===== src/rtl/dual_port_ram_param.sv =====
// dual_port_ram_param: single-clock true dual-port RAM with per-byte write
// enables, selectable same-port read-during-write mode, write-write collision
// resolution (port A wins on overlapping bytes) and a post-reset clear
// sequencer that zeroes every word before the ports are accepted.
//
// Ports:
//   clk, rst_n          clock, asynchronous active-low reset
//   init_done           1 once the clear sequence has finished
//   a_en/a_we/a_be      port A enable, write, byte enables
//   a_addr/a_din        port A word address, write data
//   a_dout              port A registered read data
//   b_*                 identical set for port B
//   coll                registered write-write collision pulse
//
// Optional build macro: DPRAM_OUT_REG_EN adds an output register stage on
// a_dout/b_dout (read latency 2) and delays coll by the same cycle.
module dual_port_ram_param #(
    parameter int unsigned DATA_W    = 16,
    parameter int unsigned ADDR_W    = 4,
    parameter int unsigned READ_MODE = 0
) (
    input  logic                  clk,
    input  logic                  rst_n,
    output logic                  init_done,
    input  logic                  a_en,
    input  logic                  a_we,
    input  logic [DATA_W/8-1:0]   a_be,
    input  logic [ADDR_W-1:0]     a_addr,
    input  logic [DATA_W-1:0]     a_din,
    output logic [DATA_W-1:0]     a_dout,
    input  logic                  b_en,
    input  logic                  b_we,
    input  logic [DATA_W/8-1:0]   b_be,
    input  logic [ADDR_W-1:0]     b_addr,
    input  logic [DATA_W-1:0]     b_din,
    output logic [DATA_W-1:0]     b_dout,
    output logic                  coll
);

    localparam int unsigned BE_W  = DATA_W / 8;
    localparam int unsigned DEPTH = 1 << ADDR_W;
    localparam logic [ADDR_W-1:0] CNT_LAST = ADDR_W'(DEPTH - 1);

    typedef enum logic {
        ST_INIT  = 1'b0,
        ST_READY = 1'b1
    } state_e;

    state_e              state_q;
    logic [ADDR_W-1:0]   cnt_q;
    logic                init_done_q;
    logic [DATA_W-1:0]   mem [DEPTH];

    logic                rdy_c;
    logic                a_wr_c;
    logic                b_wr_c;
    logic [DATA_W-1:0]   a_rd_c;
    logic [DATA_W-1:0]   b_rd_c;

    logic [DATA_W-1:0]   a_dout_q;
    logic [DATA_W-1:0]   b_dout_q;
    logic                coll_q;

    // Clear sequencer: one word per cycle, then READY until next reset.
    always_ff @(posedge clk or negedge rst_n) begin
        if (!rst_n) begin
            state_q     <= ST_INIT;
            cnt_q       <= '0;
            init_done_q <= 1'b0;
        end else begin
            case (state_q)
                ST_INIT: begin
                    if (cnt_q == CNT_LAST) begin
                        state_q     <= ST_READY;
                        init_done_q <= 1'b1;
                    end else begin
                        cnt_q <= cnt_q + ADDR_W'(1);
                    end
                end
                ST_READY: begin
                    state_q <= ST_READY;
                end
                default: begin
                    state_q <= ST_INIT;
                end
            endcase
        end
    end

    // Port qualification and same-port read data (write-first merges own bytes).
    always_comb begin
        rdy_c  = (state_q == ST_READY);
        a_wr_c = rdy_c & a_en & a_we;
        b_wr_c = rdy_c & b_en & b_we;
        a_rd_c = mem[a_addr];
        b_rd_c = mem[b_addr];
        if (READ_MODE == 1) begin
            for (int i = 0; i < BE_W; i++) begin
                if (a_we && a_be[i]) a_rd_c[8*i +: 8] = a_din[8*i +: 8];
                if (b_we && b_be[i]) b_rd_c[8*i +: 8] = b_din[8*i +: 8];
            end
        end
    end

    // Storage: B bytes are written first so that A overrides overlapping bytes.
    always_ff @(posedge clk) begin
        if (state_q == ST_INIT) begin
            mem[cnt_q] <= '0;
        end else begin
            for (int i = 0; i < BE_W; i++) begin
                if (b_wr_c && b_be[i]) mem[b_addr][8*i +: 8] <= b_din[8*i +: 8];
                if (a_wr_c && a_be[i]) mem[a_addr][8*i +: 8] <= a_din[8*i +: 8];
            end
        end
    end

    // Read registers and collision flag; all frozen at 0 during the clear.
    always_ff @(posedge clk or negedge rst_n) begin
        if (!rst_n) begin
            a_dout_q <= '0;
            b_dout_q <= '0;
            coll_q   <= 1'b0;
        end else if (rdy_c) begin
            if (a_en) a_dout_q <= a_rd_c;
            if (b_en) b_dout_q <= b_rd_c;
            coll_q <= a_wr_c & b_wr_c & (a_addr == b_addr) & (|(a_be & b_be));
        end
    end

`ifdef DPRAM_OUT_REG_EN
    logic [DATA_W-1:0] a_dout_q2;
    logic [DATA_W-1:0] b_dout_q2;
    logic              coll_q2;

    // Extra output stage; coll is delayed alongside so it stays aligned with dout.
    always_ff @(posedge clk or negedge rst_n) begin
        if (!rst_n) begin
            a_dout_q2 <= '0;
            b_dout_q2 <= '0;
            coll_q2   <= 1'b0;
        end else if (rdy_c) begin
            a_dout_q2 <= a_dout_q;
            b_dout_q2 <= b_dout_q;
            coll_q2   <= coll_q;
        end
    end

    assign a_dout = a_dout_q2;
    assign b_dout = b_dout_q2;
    assign coll   = coll_q2;
`else
    assign a_dout = a_dout_q;
    assign b_dout = b_dout_q;
    assign coll   = coll_q;
`endif

    assign init_done = init_done_q;

endmodule


===== config.mk =====
export PLATFORM = sky130hd
export DESIGN_NAME = dual_port_ram_param
export DESIGN_NICKNAME = d
export VERILOG_FILES = /design/src/rtl/dual_port_ram_param.sv
export SDC_FILE = /design/constraint.sdc
export NUM_CORES = 1
export LEC_CHECK = 0
export ABC_CLOCK_PERIOD_IN_PS = 4500
export CORE_MARGIN = 8
export CORE_UTILIZATION = 43
export CTS_BUF_LIST = sky130_fd_sc_hd__clkbuf_2
export DETAILED_ROUTE_END_ITERATION = 10
export DONT_BUFFER_PORTS = 1
export PLACE_DENSITY_LB_ADDON = 0.05
export SLEW_MARGIN = 30
export SYNTH_ARGS = -nofsm -noshare
export SYNTH_HDL_FRONTEND = slang
export SYNTH_SLANG_ARGS = --single-unit

===== constraint.sdc =====
create_clock -name clk -period 4.5 [get_ports clk]
set_clock_uncertainty 0.1 [all_clocks]
set_input_delay 1.125 -clock clk [delete_from_list [all_inputs] [get_ports clk]]
set_output_delay 1.125 -clock clk [all_outputs]
set_load 0.1 [all_outputs]

# ---- After elaboration in Yosys (flattened, before gate mapping)
# Memory sizes are Yosys's and may differ from the RTL's. A register that Yosys moved wholly into a read port is not among the register bits.
# Cells that the tools add are included.
dict set report classes {
  n_bitwise 10
  reduce_logical 12
  n_eq_ne 2
  muxes 18
  add_sub_neg 1
}
# cell n
set ops {}
lappend ops {{$mux 16} 1}
lappend ops {{$reduce_or 16->1} 1}
lappend ops {{$mux 1} 14}
lappend ops {{$reduce_and 2->1} 4}
lappend ops {{$and 1x1->1} 7}
lappend ops {{$add 4x1->4 const B} 1}
lappend ops {{$eq 4x4->1} 1}
lappend ops {{$eq 4x4->1 const B} 1}
lappend ops {{$logic_and 1x1->1} 4}
lappend ops {{$mux 4} 1}
lappend ops {{$and 2x2->2} 1}
lappend ops {{$logic_not 1->1} 2}
lappend ops {{$mux 2} 1}
lappend ops {{$not 1->1} 2}
lappend ops {{$pmux 1 s2} 1}
lappend ops {{$reduce_or 2->1} 1}
dict set report totals {
  output_inout_bits 34
  n_memories 1
  ram_bits 256
  reg_bits 7
  inputBits 50
  elab_cells 48
}
# memory depth word_bits read_ports rd_clocked_by_memory_dff write_ports line_no
set memory_table {}
lappend memory_table {mem 16 16 2 2 2 52} ;# logic [DATA_W-1:0] mem [DEPTH];

# ---- Depth between registers and ports, before layout
# Gate-level depths: netlist of run 1.
dict set report logic_depth {
  depth_word 8
  depth_mapped 8
  ltp_nobuf 4
}

# ---- Least setup slack after synthesis of run 1
# No wires, ideal clock.
dict set report synth_path {
  kind {input -> register}
  startpoint {input port b_be[1]}
  endpoint {memory mem[10][0] (enable)}
  stages 6
  arrival_time_ns 2.591
  path_slack_ns 1.432
  t_required_ns 4.024
  setup_time_ns 0.376
  n_path_buf 2
  cell_sequence {o2111a_1 > buf_4 > buf_4 > nor3b_1 > a31oi_2 > o22ai_1}
}
# item line_no
set synth_rtl {}
lappend synth_rtl {{start, declared} 33} ;# input logic [DATA_W/8-1:0] b_be,
lappend synth_rtl {{end, declared} 52}

# ---- Worst setup path after layout of run 1
dict set report layout_path {
  startpoint {register coll_q (netlist: coll)}
  endpoint {output port coll}
}
# item line_no
set layout_rtl {}
lappend layout_rtl {{start, declared} 62} ;# logic coll_q;
lappend layout_rtl {{start signal, assigned} 126} ;# coll_q <= a_wr_c & b_wr_c & (a_addr == b_addr) & (|(a_be & b_be));
lappend layout_rtl {{end, declared} 37} ;# output logic coll
# No word-level cell between the ends.

==> results of run 1 <==
[flip-flops by register name (all words and copies together), names as in the netlist]
name / count
rdy_c: 1
a_dout: 16
mem: 256
init_done: 1
cnt_q: 4
coll: 1
b_dout: 16
[cells in the final DEF (no fill, tap or decap), types with 8 or more instances in the layout]
cell and instances:
edfxtp_1 256, o22ai_2 10, mux4_2 44, nor2_1 22, nand4_1 34, a21oi_1 12
dfrtp_1 39, clkinv_1 12, a22oi_1 40, nor2b_1 17, nor2_4 13, nand2_1 75
o22ai_1 22, o221ai_1 14, nor2_2 12, clkbuf_2 138, nor2_8 8, mux2_2 259
nand3_1 20, buf_4 37, and2_1 14, o32a_1 14, mux2i_1 185
[Yosys cell counts (19+ instances only)]
cell / count
nand4_1: 34
dfrtp_1: 39
a22oi_1: 40
mux2_2: 259
mux2i_1: 185
nor2_1: 23
buf_2: 42
nand3_1: 21
edfxtp_1: 256
nand2_1: 75
o22ai_1: 32
clkbuf_1: 70
mux4_2: 44
nor2b_1: 19
[cell type report]
class                      instances  share of cell area
inverter                           3            0.000596
tap                              532              0.0352
antenna                            2            0.000265
clock buffer                     138              0.0365
clock inverter                    20             0.00841
sequential                       295               0.458
multi-input combinational        874               0.444
timing repair buffer              40              0.0169
[layer usage]
metal | GRT usage | wire length [um] | vias up
met4 | 0.0640 | 863 | 6
li1 | - | - | 5128
met5 | 0 | 44 | -
met2 | 0.331 | 24400 | 463
met3 | 0.0734 | 5250 | 70
met1 | 0.345 | 26500 | 6108
[per-stage QoR]
stage               std cells  setup WS, ns  hold WS (ns)  power (mW)
finish                   1904          1.29         0.240        5.95
global placement         1740         0.966         0.444        3.78
global route             1903          1.19         0.148        6.19
detailed placement       1742         0.968         0.466        3.78
floorplan                1299          1.43         0.418        3.75
CTS                      1902          1.16         0.101        6.03
[report_power, final]
group	switching (mW)	leakage [nW]	internal [mW]
registers	0.280	3.27	3.00
logic	0.249	3.72	0.210
clock network	1.23	0.651	0.975
total	1.76	7.64	4.18
[path summary, 6_finish.rpt]
check,slack (ns),depth (start not counted),startpoint,end
worst max-delay path,1.29,0,coll,coll
worst min-delay path,0.24,2,b_addr[3],b_dout[2]
worst max register to register,1.53,4,rdy_c,mem[14][15]
worst min register to register,0.48,1,cnt_q[3],cnt_q[3]
max in group asynchronous,3.39,2,rst_n,cnt_q[1]
min in group asynchronous,0.60,2,rst_n,a_dout[7]
[cells by family after synthesis]
group	Yosys count
AOI/OAI and AO/OA	127
xor gates and xnor gates	6
adders and majority gates	1
buffers and inverters	130
DFF	295
muxes	488
and+or+nand+nor	252
==> results.sh, run 1 <==
export IMPL_ctsRootBufferMaster="clkbuf_2"
export IMPL_grt_pass1_wl_um=81200
export IMPL_synth_xor_area_share=0.00298
export IMPL_clkLatencyLatePin_ns=0.99
export IMPL_synth_top_family_by_area="multiplexers"
export IMPL_crit_fanout=2
export IMPL_worstMarginPinSlew_ns=1.02
export IMPL_routabilityCongestion=0.793
export IMPL_yosysSeqAreaShare=0.492
export IMPL_start_util=0.433
export IMPL_hold_class="in2reg"
export IMPL_design_area_um2=18900
export IMPL_drt_wl_total_um=57100
export IMPL_yosysTopAreaCellShare=0.436
export IMPL_postCtsSetupBuffers=0
export IMPL_wl_per_cell_um=30.0
export IMPL_drtPass1Iterations=6
export IMPL_synth_edf_count=256
export IMPL_vias=11775
export IMPL_slew_viol_final=0
export IMPL_synthAdderAreaFrac=0.000710
export IMPL_cap_violations=0
export IMPL_status="complete, no violations"
export IMPL_die_h_um=218
export IMPL_cts_resized_gates=0
export IMPL_ys_seq_elements=295
export IMPL_synth_fp_nets=1350
export IMPL_avgSynthCellArea_um2=13.6
export IMPL_die_w_um=218
export IMPL_h_tree_depth=3
export IMPL_floorplan_die_area_um2=47700
export IMPL_grt_pass1_vias=11480
export IMPL_final_hold_violation_count=0
export IMPL_peakVddDrop_mv=0.120
export IMPL_cts_made_buffers=86
export IMPL_via_per_inst=6.18
export IMPL_ys_warn_count=0
export IMPL_rsz0062_at_grt="no"
export IMPL_io_buffers=0
export IMPL_fin_crit_sh=0.714
export IMPL_synth_async_reset_ratio=0.132
export IMPL_ctsHoldBuffers=2
export IMPL_placed_area_um2=18000
export IMPL_core_area_um2=40600
export IMPL_drive_above_1_share=0.401
export IMPL_p_per_area_nw_per_um2=315
export IMPL_start_kind="flip-flop"
export IMPL_finish_utilization=0.465
export IMPL_multiInputGateArea_um2=8390
export IMPL_cts_sinks=295
export IMPL_setup_violations=0
export IMPL_fmax_ghz=0.311
export IMPL_ant_nets=0
export IMPL_synth_cell_types=48
export IMPL_grt_util_all_layers=0.236
export IMPL_syn_inst=1299
export IMPL_grt_antenna_before_repair=3
export IMPL_syn_area_um2=17600
export IMPL_synth_area_leaders="edfxtp_1 (44%), mux2_2 (17%), mux2i_1 (11%), mux4_2 (5.6%), dfrtp_1 (5.5%)"
export IMPL_io_pins=84
export IMPL_finalNetCount=1351
export IMPL_clockBufferDepth=3
export IMPL_syn2layout_area_growth_pct=7.31
export IMPL_required_ns=3.27
export IMPL_synth_compound_area_share=0.0545
export IMPL_yosysTopAreaCell="edfxtp_1"
export IMPL_critical_path_arrival_ns=1.99
export IMPL_path_clk_slew_ns=0.11
export IMPL_synth_flop_cell="edfxtp_1"
export IMPL_endpoint_kind="output pin"
export IMPL_drc=0
export IMPL_cts_tree="done"
export IMPL_row_count=74
export IMPL_worstSetupPathType="reg2out"
export IMPL_dp_hpwl_um=36800
export IMPL_overflow=0
export IMPL_synthSimpleGateAreaFrac=0.0855
export IMPL_p_leak_nw=7.64
export IMPL_fill_cells=3689
export IMPL_synth_area_mux_share=0.327
export IMPL_finalCriticalPeriod_ns=3.21
export IMPL_slew_headroom=0.319
export IMPL_regArea_um2=8660
export IMPL_grt_max_degree=133
export IMPL_setup_tns_ns=0
export IMPL_drt_iter0_markers=1150
No activity file was read; power rests on OpenSTA's default activity.
==> inputs of run 2 (changes only) <==
ABC_CLOCK_PERIOD_IN_PS = 3200   (was 4500)
clock period = 3.2 ns   (was 4.5 ns; I/O delays follow)
==> results.sh, run 2 (synthesis results as in run 1) <==
export IMPL_cp_depth=7
export IMPL_die_h_um=218
export IMPL_dp_hpwl_um=39300
export IMPL_finalNetCount=1425
export IMPL_rsz0062_at_grt="no"
export IMPL_rr_startpoint="rdy_c"
export IMPL_path_clk_slew_ns=0.10
export IMPL_fmax_ghz=0.328
export IMPL_worstSetupEndpoint="coll"
export IMPL_critical_path_arrival_ns=3.86
export IMPL_critPathTopFamily="buffers and inverters"
export IMPL_setup_tns_ns=0
export IMPL_required_ns=4.02
export IMPL_worstSetupPathType="reg2reg"
export IMPL_reg2reg_to="coll"
export IMPL_floorplan_die_area_um2=47700
export IMPL_status="complete, no violations"
export IMPL_cp_slowest_cell="dlygate4sd3_1"
export IMPL_largest_register="mem"
export IMPL_die_w_um=218
export IMPL_finalCriticalPeriod_ns=3.05
export IMPL_rr_worst_depth=7
export IMPL_hold_class="in2reg"
export IMPL_clockBufferDepth=3
export IMPL_p_total_mw=8.23
export IMPL_cts_sinks=295
export IMPL_layout_commonest_cell="mux2_2"
export IMPL_postCtsSetupBuffers=0
export IMPL_cpPeakStageDelay_ns=0.64
export IMPL_r2r_setup_slack_ns=0.15
export IMPL_drt_wl_total_um=62100
export IMPL_startpoint="rdy_c"
export IMPL_drive_above_1_share=0.402
export IMPL_p_leak_nw=7.93
export IMPL_cap_violations=0
export IMPL_row_count=74
export IMPL_setup_violations=0
export IMPL_slew_headroom=0.339
export IMPL_start_util=0.433
export IMPL_via_per_inst=6.19
export IMPL_crit_fanout=15
export IMPL_grt_antenna_before_repair=10
export IMPL_drc=0
export IMPL_drt_iter0_markers=1227
export IMPL_ctsRootBufferMaster="clkbuf_2"
export IMPL_layout_common_cells="mux2_2 (259), edfxtp_1 (256), mux2i_1 (185), clkbuf_2 (134), buf_4 (81)"
export IMPL_worstPathCellList="buf_4, and2_1, buf_4, nand4_1, dlygate4sd3_1, o41ai_1, dlygate4sd3_1"
export IMPL_overflow=0
export IMPL_drtPass1Iterations=6
export IMPL_grt_pass1_wl_um=88300
export IMPL_routabilityCongestion=0.809
export IMPL_cts_made_buffers=84
export IMPL_cts_tree="done"
export IMPL_worstMarginPinSlew_ns=0.991
export IMPL_p_per_area_nw_per_um2=424
export IMPL_peakVddDrop_mv=0.175
export IMPL_h_tree_depth=3
export IMPL_final_hold_violation_count=0
export IMPL_fin_ws_ns=0.153
export IMPL_grt_util_all_layers=0.258
export IMPL_syn2layout_area_growth_pct=10.3
export IMPL_largest_register_ffs=256
export IMPL_ant_nets=0
export IMPL_start_kind="flip-flop"
export IMPL_crit_buf_inv=4
export IMPL_wl_per_cell_um=31.4
export IMPL_slew_viol_final=0
export IMPL_grt_max_degree=133
export IMPL_grt_pass1_vias=12147
export IMPL_fin_crit_sh=0.952
export IMPL_vias=12231
export IMPL_clkLatencyLatePin_ns=0.99
export IMPL_io_pins=84
export IMPL_io_buffers=0
export IMPL_core_area_um2=40600
export IMPL_endpoint_kind="flip-flop"
export IMPL_post_place_ws_ns=0.0926
## run 2: cell types whose count changed in the layout (fill, tap and decap cells not counted), sizes merged
cell / previous run / this run
dlygate4sd3: 1 / 30
clkbuf: 138 / 135
clkinv: 13 / 11
diode: 2 / 6
bufinv: 3 / 0
buf: 39 / 85
## run 2: worst reg2reg max path, cell delays in order, from the launching register on
cell and delay (ns):
dfrtp_1 0.46, buf_4 0.22, and2_1 0.17, buf_4 0.25, nand4_1 0.18, dlygate4sd3_1 0.64
o41ai_1 0.36, dlygate4sd3_1 0.60
## run 2: metal layers
metal / vias up / global-route usage / wire (um)
met5: - / 0 / 41
met4: 6 / 0.0582 / 1030
met3: 88 / 0.0943 / 6740
met2: 589 / 0.357 / 25700
met1: 6265 / 0.378 / 28600
li1: 5283 / - / -
## run 2: timing repair
action,4_1_cts,5_1_grt
endpoints found under the hold margin,314,0
resized for setup,0,0
hold buffers,32,0
## run 2: through the flow
| step | area, um2 | cells | hold WS (ns) | utilization |
|---|---|---|---|---|
| after detailed placement | 18300 | 1787 | 0.413 | 0.451 |
| final | 19400 | 1975 | 0.116 | 0.478 |
| after global placement | 18300 | 1786 | 0.414 | 0.450 |
| after CTS | 19400 | 1968 | 0.00188 | 0.477 |
| after global routing | 19400 | 1972 | 0.00959 | 0.478 |
| after floorplan | 17600 | 1299 | 0.404 | - |
## run 2: how the worst min path moves through the flow
stage	from	end	slack, ns	depth (start not counted)
floorplan	rst_n	a_dout[0]	0.40	0
global placement	rst_n	b_dout[4]	0.41	0
detailed placement	rst_n	b_dout[4]	0.41	0
CTS	a_addr[1]	a_dout[11]	0.002	2
global route	a_addr[1]	a_dout[11]	0.01	2
finish	b_addr[0]	b_dout[7]	0.12	4
## run 2: where the power goes
part | leakage, nW | internal (mW) | switching (mW)
clock | 0.587 | 1.09 | 1.73
sequential | 3.27 | 4.22 | 0.397
combinational | 4.07 | 0.342 | 0.459
total | 7.93 | 5.65 | 2.58
## run 2: cell type report
type | count | area, um2
antenna | 6 | 15.0
clock buffer | 134 | 671
clock inverter | 15 | 60.1
fill | 3714 | 21200
inverter | 3 | 11.3
multi-input combinational | 874 | 8330
sequential | 295 | 8660
tap | 532 | 666
timing repair buffer | 116 | 1000
==> inputs of run 3 (changes only) <==
ABC_CLOCK_PERIOD_IN_PS = 3100   (was 3200)
clock period = 3.1 ns   (was 3.2 ns; I/O delays follow)
==> results.sh, run 3 (synthesis results as in run 1) <==
export IMPL_status="complete, no violations"
export IMPL_drt_iter0_markers=1401
export IMPL_rsz0062_at_grt="no"
export IMPL_overflow=0
export IMPL_floorplan_die_area_um2=47700
export IMPL_slew_viol_final=0
export IMPL_layout_commonest_cell="mux2_2"
export IMPL_die_h_um=218
export IMPL_postCtsSetupBuffers=0
export IMPL_io_pins=84
export IMPL_syn2layout_area_growth_pct=10.7
export IMPL_finalCriticalPeriod_ns=2.99
export IMPL_layout_common_cells="mux2_2 (259), edfxtp_1 (256), mux2i_1 (185), clkbuf_2 (135), buf_4 (88)"
export IMPL_cp_slowest_cell="and2_1"
export IMPL_cpPeakStageDelay_ns=0.68
export IMPL_post_place_ws_ns=0.0570
export IMPL_cts_sinks=295
export IMPL_worstMarginPinSlew_ns=1.04
export IMPL_grt_util_all_layers=0.257
export IMPL_grt_pass1_wl_um=88500
export IMPL_drtPass1Iterations=5
export IMPL_vias=12245
export IMPL_final_hold_violation_count=0
export IMPL_crit_buf_inv=4
export IMPL_start_util=0.433
export IMPL_slew_headroom=0.301
export IMPL_largest_register_ffs=256
export IMPL_fmax_ghz=0.335
export IMPL_drt_wl_total_um=61600
export IMPL_largest_register="mem"
export IMPL_finish_utilization=0.480
export IMPL_setup_violations=0
export IMPL_crit_fanout=13
export IMPL_required_ns=3.92
export IMPL_hold_slack_ns=0.140
export IMPL_core_area_um2=40600
export IMPL_cap_violations=0
export IMPL_cts_tree="done"
export IMPL_endpoint_kind="flip-flop"
export IMPL_via_per_inst=6.17
export IMPL_path_clk_slew_ns=0.09
export IMPL_peakVddDrop_mv=0.208
export IMPL_p_leak_nw=8.00
export IMPL_routabilityCongestion=0.807
export IMPL_finalNetCount=1434
export IMPL_start_kind="flip-flop"
export IMPL_row_count=74
export IMPL_grt_antenna_before_repair=6
export IMPL_dp_hpwl_um=39100
export IMPL_wl_per_cell_um=31.1
export IMPL_clockBufferDepth=3
export IMPL_fin_crit_sh=0.964
export IMPL_drc=0
export IMPL_io_buffers=0
export IMPL_worstPathCellList="buf_4, and2_1, buf_4, nand4_1, dlygate4sd3_1, nand3_1, dlygate4sd3_1"
export IMPL_clkLatencyLatePin_ns=1.01
export IMPL_die_w_um=218
export IMPL_ant_nets=0
export IMPL_fin_ws_ns=0.112
export IMPL_drive_above_1_share=0.404
export IMPL_p_per_area_nw_per_um2=442
export IMPL_hold_class="in2reg"
export IMPL_critical_path_arrival_ns=3.81
export IMPL_critPathTopFamily="buffers and inverters"
export IMPL_cts_made_buffers=86
export IMPL_ctsRootBufferMaster="clkbuf_2"
export IMPL_p_total_mw=8.62
export IMPL_h_tree_depth=3
export IMPL_grt_max_degree=132
export IMPL_worstSetupPathType="reg2reg"
export IMPL_grt_pass1_vias=12197
run 3: worst paths after layout:
kind | end | start | depth (start not counted) | slack [ns]
setup / recovery | b_dout[4] | rdy_c | 7 | 0.11
hold / removal | a_dout[11] | a_addr[3] | 2 | 0.14
setup reg to reg | b_dout[4] | rdy_c | 7 | 0.11
hold reg to reg | b_dout[3] | b_dout[3] | 2 | 0.41
max in group asynchronous | b_dout[10] | rst_n | 2 | 2.37
min in group asynchronous | a_dout[3] | rst_n | 2 | 0.23
run 3: area by class of cell:
type	instances	area [um2]
Clock inverter	20	103
Clock buffer	135	676
Multi-Input combinational cell	874	8330
Timing Repair Buffer	123	1040
Antenna cell	2	5.00
Fill cell	3740	21200
Sequential cell	295	8660
Tap cell	532	666
Inverter	3	11.3
run 3: routing by layer:
metal,vias to the layer above,part of all wire,GRT usage
li1,5307,-,-
met1,6303,0.47,0.387
met2,559,0.42,0.357
met3,68,0.093,0.0737
met4,8,0.013,0.0611
met5,-,0.00089,0
run 3: what timing repair did:
action,4_1_cts,5_1_grt
gates resized for setup,0,0
hold buffers,32,0
hold endpoints to repair,315,0
run 3: worst reg2reg max path, stage by stage, from the launching register on:
cell and delay [ns]:
dfrtp_1 0.36, buf_4 0.20, and2_1 0.68, buf_4 0.29, nand4_1 0.09, dlygate4sd3_1 0.58, nand3_1 0.08, dlygate4sd3_1 0.54
run 3: power breakdown:
group	internal [mW]	total, mW	switching, mW
logic	0.363	0.884	0.520
registers	4.35	4.72	0.367
clock network	1.22	3.01	1.79
total	5.94	8.62	2.68
run 3: stage by stage:
| stage | std cells | setup TNS (ns) | cell area, um2 |
|---|---|---|---|
| floorplan | 1299 | 0 | 17600 |
| global placement | 1793 | -0.0631 | 18300 |
| detailed placement | 1794 | 0 | 18400 |
| CTS | 1981 | 0 | 19500 |
| global route | 1984 | 0 | 19500 |
| finish | 1984 | 0 | 19500 |
